File: src/rtl/servo_route_sequencer.sv
// Route player for the two-wheel servo car: steps through a table of {dir, duration}
// segments and drives left/right continuous-servo PWM with period-aligned width updates.
//
// state | meaning
// IDLE  | waiting for start; segment table writable
// LOAD  | one cycle: fetch entry[seg_idx], arm duration counter and prescaler
// RUN   | direction applied, counting duration ticks down to the segment end
module servo_route_sequencer #(
  parameter int NUM_SEG   = 8,
  parameter int DUR_W     = 11,
  parameter int TICK_DIV  = 1000,
  parameter int PERIOD    = 2000,
  parameter int PULSE_POS = 150,
  parameter int PULSE_NEG = 157,
  localparam int AW = $clog2(NUM_SEG)
) (
  input  logic             clk_26,
  input  logic             rst,
  input  logic             wr_en,
  input  logic [AW-1:0]    wr_addr,
  input  logic [1:0]       wr_dir,
  input  logic [DUR_W-1:0] wr_dur,
  input  logic             start,
  input  logic [AW:0]      seg_count,
  input  logic             loop_en,
  input  logic             abort,
  output logic             busy,
  output logic             done,
  output logic [AW-1:0]    cur_seg,
  output logic [1:0]       dir,
  output logic             signal_left,
  output logic             signal_right
);

  localparam int PW = (TICK_DIV > 1) ? $clog2(TICK_DIV) : 1;
  localparam int CW = (PERIOD > 1) ? $clog2(PERIOD) : 1;
  localparam logic [PW-1:0] PRESC_MAX = PW'(TICK_DIV - 1);
  localparam logic [CW-1:0] PWM_MAX   = CW'(PERIOD - 1);
  localparam logic [CW-1:0] POS_W     = CW'(PULSE_POS);
  localparam logic [CW-1:0] NEG_W     = CW'(PULSE_NEG);
  localparam logic [AW:0]   NSEG_MAX  = (AW+1)'(NUM_SEG);

  typedef enum logic [1:0] {
    ST_IDLE,
    ST_LOAD,
    ST_RUN
  } state_t;

  state_t           state_q, state_d;
  logic [AW-1:0]    seg_idx_q, seg_idx_d;
  logic [AW:0]      n_q, n_d;
  logic             loop_q, loop_d;
  logic [DUR_W-1:0] dur_cnt_q, dur_cnt_d;
  logic [PW-1:0]    presc_q, presc_d;
  logic [1:0]       dir_q, dir_d;
  logic             done_q, done_d;

  logic [CW-1:0]    pwm_cnt_q, pwm_cnt_d;
  logic [CW-1:0]    width_l_q, width_l_d;
  logic [CW-1:0]    width_r_q, width_r_d;
  logic             sig_l_q, sig_l_d;
  logic             sig_r_q, sig_r_d;

  logic [1:0]       tbl_dir_q [NUM_SEG];
  logic [1:0]       tbl_dir_d [NUM_SEG];
  logic [DUR_W-1:0] tbl_dur_q [NUM_SEG];
  logic [DUR_W-1:0] tbl_dur_d [NUM_SEG];

  logic [1:0]       cur_dir;
  logic [DUR_W-1:0] cur_dur;
  logic             last_seg;
  logic             advance;

  assign cur_dir  = tbl_dir_q[seg_idx_q];
  assign cur_dur  = tbl_dur_q[seg_idx_q];
  assign last_seg = ({1'b0, seg_idx_q} == (n_q - (AW+1)'(1)));

  // Table is only writable while idle so a running route never sees a torn entry.
  always_comb begin
    tbl_dir_d = tbl_dir_q;
    tbl_dur_d = tbl_dur_q;
    if (wr_en && (state_q == ST_IDLE)) begin
      tbl_dir_d[wr_addr] = wr_dir;
      tbl_dur_d[wr_addr] = wr_dur;
    end
  end

  always_ff @(posedge clk_26) begin
    tbl_dir_q <= tbl_dir_d;
    tbl_dur_q <= tbl_dur_d;
  end

  always_comb begin
    state_d   = state_q;
    seg_idx_d = seg_idx_q;
    n_d       = n_q;
    loop_d    = loop_q;
    dur_cnt_d = dur_cnt_q;
    presc_d   = presc_q;
    dir_d     = dir_q;
    done_d    = 1'b0;
    advance   = 1'b0;

    case (state_q)
      ST_IDLE: begin
        if (start) begin
          if (seg_count == '0) begin
            done_d = 1'b1;
          end else begin
            state_d   = ST_LOAD;
            seg_idx_d = '0;
            n_d       = (seg_count > NSEG_MAX) ? NSEG_MAX : seg_count;
            loop_d    = loop_en;
          end
        end
      end
      ST_LOAD: begin
        dur_cnt_d = cur_dur;
        presc_d   = '0;
        if (cur_dur == '0) begin
          advance = 1'b1;
        end else begin
          state_d = ST_RUN;
          dir_d   = cur_dir;
        end
      end
      ST_RUN: begin
        if (presc_q == PRESC_MAX) begin
          presc_d = '0;
          if (dur_cnt_q == DUR_W'(1)) begin
            advance = 1'b1;
          end else begin
            dur_cnt_d = dur_cnt_q - DUR_W'(1);
          end
        end else begin
          presc_d = presc_q + PW'(1);
        end
      end
      default: state_d = ST_IDLE;
    endcase

    if (advance) begin
      if (!last_seg) begin
        seg_idx_d = seg_idx_q + AW'(1);
        state_d   = ST_LOAD;
      end else if (loop_q) begin
        seg_idx_d = '0;
        state_d   = ST_LOAD;
      end else begin
        state_d = ST_IDLE;
        dir_d   = 2'b00;
        done_d  = 1'b1;
      end
    end

    // Abort wins over everything, including a start in the same cycle.
    if (abort) begin
      state_d = ST_IDLE;
      dir_d   = 2'b00;
      done_d  = 1'b0;
    end
  end

  always_ff @(posedge clk_26) begin
    if (rst) begin
      state_q   <= ST_IDLE;
      seg_idx_q <= '0;
      n_q       <= '0;
      loop_q    <= 1'b0;
      dur_cnt_q <= '0;
      presc_q   <= '0;
      dir_q     <= 2'b00;
      done_q    <= 1'b0;
    end else begin
      state_q   <= state_d;
      seg_idx_q <= seg_idx_d;
      n_q       <= n_d;
      loop_q    <= loop_d;
      dur_cnt_q <= dur_cnt_d;
      presc_q   <= presc_d;
      dir_q     <= dir_d;
      done_q    <= done_d;
    end
  end

  // Widths are sampled only at period start, so a mid-period dir change never truncates a pulse.
  always_comb begin
    pwm_cnt_d = (pwm_cnt_q == PWM_MAX) ? '0 : pwm_cnt_q + CW'(1);
    width_l_d = width_l_q;
    width_r_d = width_r_q;
    if (pwm_cnt_q == '0) begin
      case (dir_q)
        2'b01: begin
          width_l_d = NEG_W;
          width_r_d = POS_W;
        end
        2'b10: begin
          width_l_d = POS_W;
          width_r_d = NEG_W;
        end
        2'b11: begin
          width_l_d = POS_W;
          width_r_d = POS_W;
        end
        default: begin
          width_l_d = '0;
          width_r_d = '0;
        end
      endcase
    end
    sig_l_d = (pwm_cnt_q < width_l_d);
    sig_r_d = (pwm_cnt_q < width_r_d);
  end

  always_ff @(posedge clk_26) begin
    if (rst) begin
      pwm_cnt_q <= '0;
      width_l_q <= '0;
      width_r_q <= '0;
      sig_l_q   <= 1'b0;
      sig_r_q   <= 1'b0;
    end else begin
      pwm_cnt_q <= pwm_cnt_d;
      width_l_q <= width_l_d;
      width_r_q <= width_r_d;
      sig_l_q   <= sig_l_d;
      sig_r_q   <= sig_r_d;
    end
  end

  assign busy         = (state_q != ST_IDLE);
  assign done         = done_q;
  assign cur_seg      = busy ? seg_idx_q : '0;
  assign dir          = dir_q;
  assign signal_left  = sig_l_q;
  assign signal_right = sig_r_q;

endmodule

File: config.mk
export PLATFORM = sky130hd
export DESIGN_NAME = servo_route_sequencer
export DESIGN_NICKNAME = d
export VERILOG_FILES = /design/src/rtl/servo_route_sequencer.sv
export SDC_FILE = /design/constraint.sdc
export NUM_CORES = 1
export LEC_CHECK = 0
export ABC_AREA = 1
export ABC_CLOCK_PERIOD_IN_PS = 3400
export CAP_MARGIN = 20
export CELL_PAD_IN_SITES_DETAIL_PLACEMENT = 0
export CELL_PAD_IN_SITES_GLOBAL_PLACEMENT = 2
export CORE_ASPECT_RATIO = 1.75
export CORE_MARGIN = 5
export CORE_UTILIZATION = 41
export CTS_CLUSTER_DIAMETER = 100
export DETAILED_ROUTE_END_ITERATION = 7
export PLACE_DENSITY_LB_ADDON = 0.1
export SLEW_MARGIN = 20
export SYNTH_ARGS = -nofsm -noshare
export SYNTH_HDL_FRONTEND = slang
export SYNTH_SLANG_ARGS = --single-unit
File: constraint.sdc
create_clock -name clk_26 -period 3.4 [get_ports clk_26]
set_input_delay 0.51 -clock clk_26 [delete_from_list [all_inputs] [get_ports clk_26]]
set_output_delay 0.51 -clock clk_26 [all_outputs]
set_load 0.005 [all_outputs]
======== Word-level counts from Yosys, hierarchy flattened ========
Index checks and enable logic that the tools add are counted.
storage, ports and cells
  flip-flop bits (word level) ............. 173
  bits in latches ......................... 0
  RAM bits ................................ 0
  ROM bits ................................ 0
  output and inout port bits .............. 9
  logic and storage cells ................. 124
  memories kept ........................... 0
operators by class
  add/subtract/negate cells ............... 5
  multiply operators ...................... 0
  divide/modulo/power cells ............... 0
  order comparisons ....................... 6
  eq/ne operators ......................... 15
  shift-type cells ........................ 0
  muxes and demuxes ....................... 51
  bitwise operators ....................... 3
  reduce and logical (&&, ||, !) cells .... 15
operators by type and width
  operator                                                               number
  88-bit bitwise mux                                                     1
  11-bit two-way mux                                                     7
  11-bit binary-select mux with 3-bit select                             1
  11-bit demux with 3-bit select                                         1
  8-bit case mux with 2 select lines                                     2
  2-bit two-way mux                                                      12
  11-bit zero test                                                       2
  11-bit less-than comparator                                            2
  11-bit case mux with 2 select lines                                    1
  3-bit two-way mux                                                      7
  10-bit case mux with 2 select lines                                    1
  16-bit bitwise mux                                                     1
  11-bit by 1-bit adder with 11-bit output (second input constant)       1
  11-bit by 1-bit == test with 1-bit output (second input constant)      1
  11-bit == test (second input constant)                                 1
  1-bit two-way mux                                                      11
  11-bit by 1-bit subtractor with 11-bit output (second input constant)  1
  10-bit by 1-bit adder with 10-bit output (second input constant)       1
  10-bit == test (second input constant)                                 1
  10-bit two-way mux                                                     1
  3-bit != test (second input constant)                                  3
  4-bit greater-or-equal comparator (second input constant)              2
  3-bit inverter with 4-bit output                                       2
  2-bit OR reduction                                                     4
  other kinds (20)                                                       28

======== Logic depth before layout (Yosys ltp) ========
Gate-level depths: netlist of run 1.
  depth in word-level cells ............... 10
  mapped depth ............................ 17
  gate-level depth less buffers ........... 17

======== Least setup slack after synthesis of run 1 ========
OpenSTA, ideal clock, no wires.
  path kind ............................... register -> register
  from .................................... reg pwm_cnt_q[0]
  to ...................................... reg sig_r_q, in the netlist signal_right
  library setup time ...................... 78 ps
  data arrival time ....................... 2129 ps
  slack ................................... 1193 ps
  stages on the path, launching flop included .. 13
  path through ............................ dfxtp_1 inv_1 ha_1 nand3_1 nor2_1 clkbuf_1 o21ai_0 ha_1 a21oi_1 nor2_1 a211oi_1 o221ai_1 nor3_1
between the ends
  word-level cells in the longest chain between the ends .. 3
ends and longest elaborated chain
  what                           line  RTL
  start: declaration             58    logic [CW-1:0] pwm_cnt_q, pwm_cnt_d;
  start signal: assignment       223   pwm_cnt_q <= pwm_cnt_d;
  11-bit zero test               191   if (pwm_cnt_q == '0) begin
  11-bit two-way mux             191
  11-bit less-than comparator *  212   sig_r_d = (pwm_cnt_q < width_r_d);
  end signal: assignment         227   sig_r_q <= sig_r_d;
  end: declaration               62    logic sig_r_q, sig_r_d;
Mark *: on every way between the ends. The rest lies on a longest branch, timed or not.
A chain may end at the register's enable or synchronous reset.

======== Final worst setup path of run 1 ========
  from .................................... reg state_q[0]
  to ...................................... reg dur_cnt_q[6]
between the ends
  word-level cells in the longest chain between the ends .. 3
  elaborated cells between the ends (all ways) .. 7
  classes of those cells .................. eq/ne (4); mux (1); reduce/logical (2)
ends and longest elaborated chain
  what                                                                              line  RTL
  start: declaration                                                                49    state_t state_q, state_d;
  start signal: assignment                                                          175   state_q <= state_d;
  2-bit == test / 2-bit by 1-bit == test with 1-bit output (equally long branches)  104   case (state_q)
  2-bit != test (no line) / 2-bit nonzero test (equally long branches)              n/a
  3-bit AND reduction (no line)                                                     n/a
  end signal: assignment                                                            179   dur_cnt_q <= dur_cnt_d;
  end: declaration                                                                  53    logic [DUR_W-1:0] dur_cnt_q, dur_cnt_d;
Parallel ways exist; a longest one is shown, timed or not.

==> qor.csv, run 1 <==
metric,value,unit
Async SR Flop Fraction,0,
initial antenna violation count,0,
Vias/cell,5.06,
area growth from synthesis to layout,15.1,%
drt pass-1 iters,4,
FMAX,344,MHz
slew margin rel.,0.581,
WL/cell,15.8,um
hold-fix buffers at CTS,0,
Max-Cap Viols,0,
most frequent CP cell,inv_1,
Post-synth EDFFs,104,
Leak,3.60,nW
largest net degree at the start of global routing,57,
"slowest stage delay, CP",0.51,ns
"Remaining Overflow, GRT",0,
DRC,0,
die height,194,um
post-route insts no fill,1178,
clk_lat worst skew,0.43,ns
slowest cell on the critical path,ha_1,
Placer Congestion,0.819,
CTS tree,yes,
syn_nets,940,
final WL,18.6,mm
IO Port Bufs,34,
Yosys cell types,36,
WP data required,3.71,ns
Syn Area/Cell,8.99,um2
total die area,0.0224,mm2
critical path arrival,3.22,ns
GRT Util Overall,0.176,
Root Buffer,clkbuf_16,
number of global-route vias before repair,6058,
post-DP HPWL,13.2,mm
startpoint class of the critical path,flop,
Top Ports,35,
"Cell Chain, Critical Path","inv_1, ha_1, inv_1, nor2_1, inv_1, nor4_1, inv_1, nand3_1, clkinv_1, o21ai_0, o21a_1, nor2_1",
Filler cells,1824,
Final Hold Violating Endpoints,0,
Worst-Margin Slew,0.627,ns
Synth area leaders,"edfxtp_1 39%, dfxtp_1 17%, nand2_1 8.1%, nor2_1 6.9%, ha_1 4.7%",
Final setup violation count,0,
"Seq/Total Area, Yosys",0.567,
CTS H-tree lvls,4,
clk sinks,173,
# Post-CTS Setup Buffers,0,
first-pass GRT wire length,30.0,mm
period utilization,0.854,
peak supply drop,0.447,mV
status,finished clean,
Synth area leader,edfxtp_1,
synth warn,0,
"delay-heaviest family, CP",simple AND/OR/NAND/NOR gates,
Buffers & Inverters on Critical Path,5,
Main synth FF type,edfxtp_1,
area of the core,0.0191,mm2
"Slew Viols, Final",0,
cell count after synthesis,884,
power density cells,513,mW/mm2
DR iter-0 viols,250,
hold crit path type,flop to flop,
Setup CP Type,flop to flop,
share of post-route cells with drive strength above 1,0.0672,
Row Count,67,
Clock Path Buffers,2,
"flops & latches, synth",173,
Tmin final,2.90,ns
Placed Cells incl. Taps,1146,
Final #Nets,980,
synthesized area,0.00795,mm2
area share of the largest cell type after synthesis,0.393,
ANT nets after route,0,
vias post-DR,5966,
Inserted Diodes,0,
CP max FO,16,
"Reg clk slew, reported paths",0.07,ns
Layout Skew,0.0105,ns
CP endpoint kind,flop,
total CTS buffers,17,
Sum Neg Setup Slack,0,ns
RSZ-0062 raised after global routing,no,
post_cts resized,0,
overall die width,115,um
Starting Density,0.416,
==> state kept, by name, indices dropped and copies added, names as in the netlist <==
register and cells:
tbl_dur_q 88, tbl_dir_q 16, state_q 2, width_l_q 11, signal_left 1, loop_q 1, n_q 4, dir 2
seg_idx_q 3, pwm_cnt_q 11, signal_right 1, presc_q 10, done 1, dur_cnt_q 11, width_r_q 11
==> per-stage QoR <==
stage / utilization / instance area (um2) / power (W) / worst slack [ns] / hold slack [ns]
3_5_place_dp: 0.447 / 8550 / 0.00278 / 0.514 / 0.446
4_1_cts: 0.479 / 9150 / 0.00474 / 0.475 / 0.457
6_report: 0.479 / 9150 / 0.00469 / 0.495 / 0.452
3_3_place_gp: 0.447 / 8550 / 0.00277 / 0.510 / 0.427
2_1_floorplan: - / 7950 / 0.00262 / 1.19 / 0.417
5_1_grt: 0.479 / 9150 / 0.00487 / 0.111 / 0.471
==> report_power, final <==
| group | leakage, nW | switching [W] | internal (W) | total [W] |
|---|---|---|---|---|
| Combinational | 1.82 | 0.000265 | 0.000150 | 0.000415 |
| Clock | 0.279 | 0.000806 | 0.00115 | 0.00196 |
| Sequential | 1.50 | 0.0000282 | 0.00229 | 0.00232 |
==> final cells by class <==
type	instances	area, um2	share of cell area
Sequential cell	173	4510	0.493
Inverter	91	342	0.0373
Timing Repair Buffer	51	468	0.0512
Clock buffer	17	425	0.0465
Multi-Input combinational cell	590	2930	0.321
Clock inverter	15	171	0.0187
Tap cell	241	302	0.0330
==> cell usage after synthesis (2+ instances only) <==
cell / instances
a211oi_1: 8
a21oi_1: 40
buf_2: 12
buf_6: 5
clkbuf_1: 12
clkinv_1: 3
dfxtp_1: 69
edfxtp_1: 104
ha_1: 30
inv_1: 85
inv_2: 3
nand2_1: 172
nand3_1: 74
nand3b_1: 2
nand4_1: 11
nor2_1: 147
nor2_2: 3
nor3_1: 13
nor3b_1: 2
nor4_1: 3
o211ai_1: 3
o21a_1: 2
o21ai_0: 38
o21ai_1: 16
o221ai_1: 2
or2_2: 4
xnor2_1: 5
xor2_1: 8
==> final timing paths <==
kind / from / end / slack (ns) / cells after the start
worst max-delay path: state_q[0] / dur_cnt_q[6] / 0.50 / 12
worst max register to register: state_q[0] / dur_cnt_q[6] / 0.50 / 12
worst min register to register: width_l_q[9] / width_l_q[9] / 0.45 / 2
worst min-delay path: width_l_q[9] / width_l_q[9] / 0.45 / 2
==> cell families (layout without fill, tap and decap cells) <==
kind of cell,Yosys count,count (layout),share of synthesized area
buf+inv,121,174,0.0642
flops,173,173,0.567
fa+ha+maj,30,30,0.0472
simple gates,434,434,0.229
compound gates,113,113,0.0782
xor+xnor,13,13,0.0143
==> routing by layer <==
metal	vias up	track usage	wire, um
met5	-	0	0
met4	0	0.0901	675
met3	51	0.0353	626
met2	109	0.334	10500
met1	2775	0.173	6780
li1	3031	-	-
==> layout by cell type (no fill, tap or decap), drive strengths merged <==
| master | n |
|---|---|
| nor3b | 2 |
| a211oi | 8 |
| o221a | 1 |
| dfxtp | 69 |
| nor4 | 3 |
| o211ai | 3 |
| o221ai | 2 |
| nand4 | 12 |
| nor3 | 13 |
| buf | 17 |
| ha | 30 |
| bufinv | 3 |
| clkdlybuf4s50 | 34 |
| o41ai | 1 |
| edfxtp | 104 |
| nand3 | 75 |
| inv | 90 |
| o21a | 2 |
| a21boi | 1 |
| nand2 | 173 |
| a21oi | 40 |
| o21ai | 54 |
| nand3b | 2 |
| or2 | 4 |
| xnor2 | 5 |
| clkinvlp | 5 |
| clkbuf | 17 |
| a221oi | 1 |
| xor2 | 8 |
| clkinv | 8 |
| nor2 | 150 |
==> worst reg2reg max path, stage by stage (launching register included) <==
cell and delay, ns:
dfxtp_1 0.34, inv_1 0.11, ha_1 0.51, inv_1 0.12
nor2_1 0.10, inv_1 0.06, nor4_1 0.33, inv_1 0.07
nand3_1 0.40, clkinv_1 0.39, o21ai_0 0.18, o21a_1 0.14
nor2_1 0.03
(Power assumes the default switching activity.)
==> run 2, diff against run 1 <==
MAX_ROUTING_LAYER = met4   (was default)
==> run 2 against run 1 <==
Effect of this change:
- non-clock buffer count did not move
- flip-flop and latch count did not move
- wire length fell by 0.17%
- cell area is the same
- total power about the same
- die area stayed put
- fmax about the same
- cell count stayed put
- register-to-register slack barely moved
- sequential share of layout area unchanged
==> qor.csv, run 2 (synthesized netlist as in run 1, its figures left out) <==
metric,value,unit
status,finished clean,
drt pass-1 iters,4,
period utilization,0.854,
# Post-CTS Setup Buffers,0,
total die area,0.0224,mm2
Tmin final,2.90,ns
max reg flops,88,
WL/cell,15.7,um
"Slew Viols, Final",0,
overall die width,115,um
CP max FO,16,
Max-Cap Viols,0,
clk sinks,173,
ANT nets after route,0,
Vias/cell,5.07,
Worst-Margin Slew,0.616,ns
Sum Neg Setup Slack,0,ns
Row Count,67,
Top Ports,35,
"Reg clk slew, reported paths",0.07,ns
area of the core,0.0191,mm2
total CTS buffers,17,
GRT Util Overall,0.181,
IO Port Bufs,34,
number of global-route vias before repair,6065,
Inserted Diodes,0,
final WL,18.6,mm
"Remaining Overflow, GRT",0,
clk_lat worst skew,0.43,ns
Setup CP Type,flop to flop,
Tot Pwr,0.00469,W
largest net degree at the start of global routing,57,
Reg with most FFs,tbl_dur_q,
power density cells,512,mW/mm2
slew margin rel.,0.589,
Final Hold Violating Endpoints,0,
post-route insts no fill,1178,
Placer Congestion,0.831,
Hold WS,0.452,ns
first-pass GRT wire length,29.9,mm
share of post-route cells with drive strength above 1,0.0672,
Placed Cells incl. Taps,1146,
startpoint class of the critical path,flop,
WP data required,3.71,ns
area growth from synthesis to layout,15.1,%
Clock Path Buffers,2,
initial antenna violation count,0,
post_cts resized,0,
CP endpoint kind,flop,
top flop regs,"tbl_dur_q x88, tbl_dir_q x16",
CTS tree,yes,
hold-fix buffers at CTS,0,
die height,194,um
CTS H-tree lvls,4,
Final setup violation count,0,
FMAX,344,MHz
critical path arrival,3.21,ns
hold crit path type,flop to flop,
DR iter-0 viols,278,
RSZ-0062 raised after global routing,no,
post-DP HPWL,13.2,mm
Starting Density,0.416,
"leading cell type in the layout, fill and taps excluded",nand2_1,
vias post-DR,5971,
Layout Skew,0.0104,ns
Root Buffer,clkbuf_16,
DRC,0,
Final #Nets,980,
peak supply drop,0.447,mV
Leak,3.60,nW
most frequent cells in the layout,"172 x nand2_1, 147 x nor2_1, 104 x edfxtp_1",
[run 2: path summary, 6_finish.rpt]
path                 from            to  slack, ns  depth (start not counted)
max            state_q[0]  dur_cnt_q[6]       0.50                         12
max reg2reg    state_q[0]  dur_cnt_q[6]       0.50                         12
min          width_l_q[9]  width_l_q[9]       0.45                          2
min reg2reg  width_l_q[9]  width_l_q[9]       0.45                          2
[run 2: critical path, cell delays in order, from the launching register on]
cell      delay [ns]
dfxtp_1         0.34
inv_1           0.11
ha_1            0.51
inv_1           0.11
nor2_1          0.10
inv_1           0.06
nor4_1          0.33
inv_1           0.07
nand3_1         0.40
clkinv_1        0.39
o21ai_0         0.18
o21a_1          0.14
nor2_1          0.03
[run 2: routing by layer]
layer | global-route usage | up-vias | share of wire
met5 | - | - | 0
met4 | 0.0901 | 0 | 0.036
met3 | 0.0350 | 53 | 0.033
met2 | 0.335 | 109 | 0.57
met1 | 0.172 | 2776 | 0.36
li1 | - | 3033 | -
[run 2: metrics by stage]
stage,utilization,cell area (um2),setup WS (ns)
after floorplan,-,7950,1.19
after global placement,0.447,8550,0.510
after detailed placement,0.447,8550,0.514
after CTS,0.479,9150,0.475
after global routing,0.479,9150,0.111
final,0.479,9150,0.497
[run 2: cell type report]
type | instances | area [um2]
Fill cell | 1824 | 9970
Sequential cell | 173 | 4510
Multi-Input combinational cell | 590 | 2930
Timing Repair Buffer | 51 | 468
Clock buffer | 17 | 425
Inverter | 91 | 342
Tap cell | 241 | 302
Clock inverter | 15 | 171
[run 2: power by group]
group	leakage, nW	internal [W]	switching, W	total (W)
registers	1.50	0.00229	0.0000282	0.00232
clock network	0.279	0.00115	0.000805	0.00196
logic	1.82	0.000150	0.000265	0.000414
total	3.60	0.00359	0.00110	0.00469
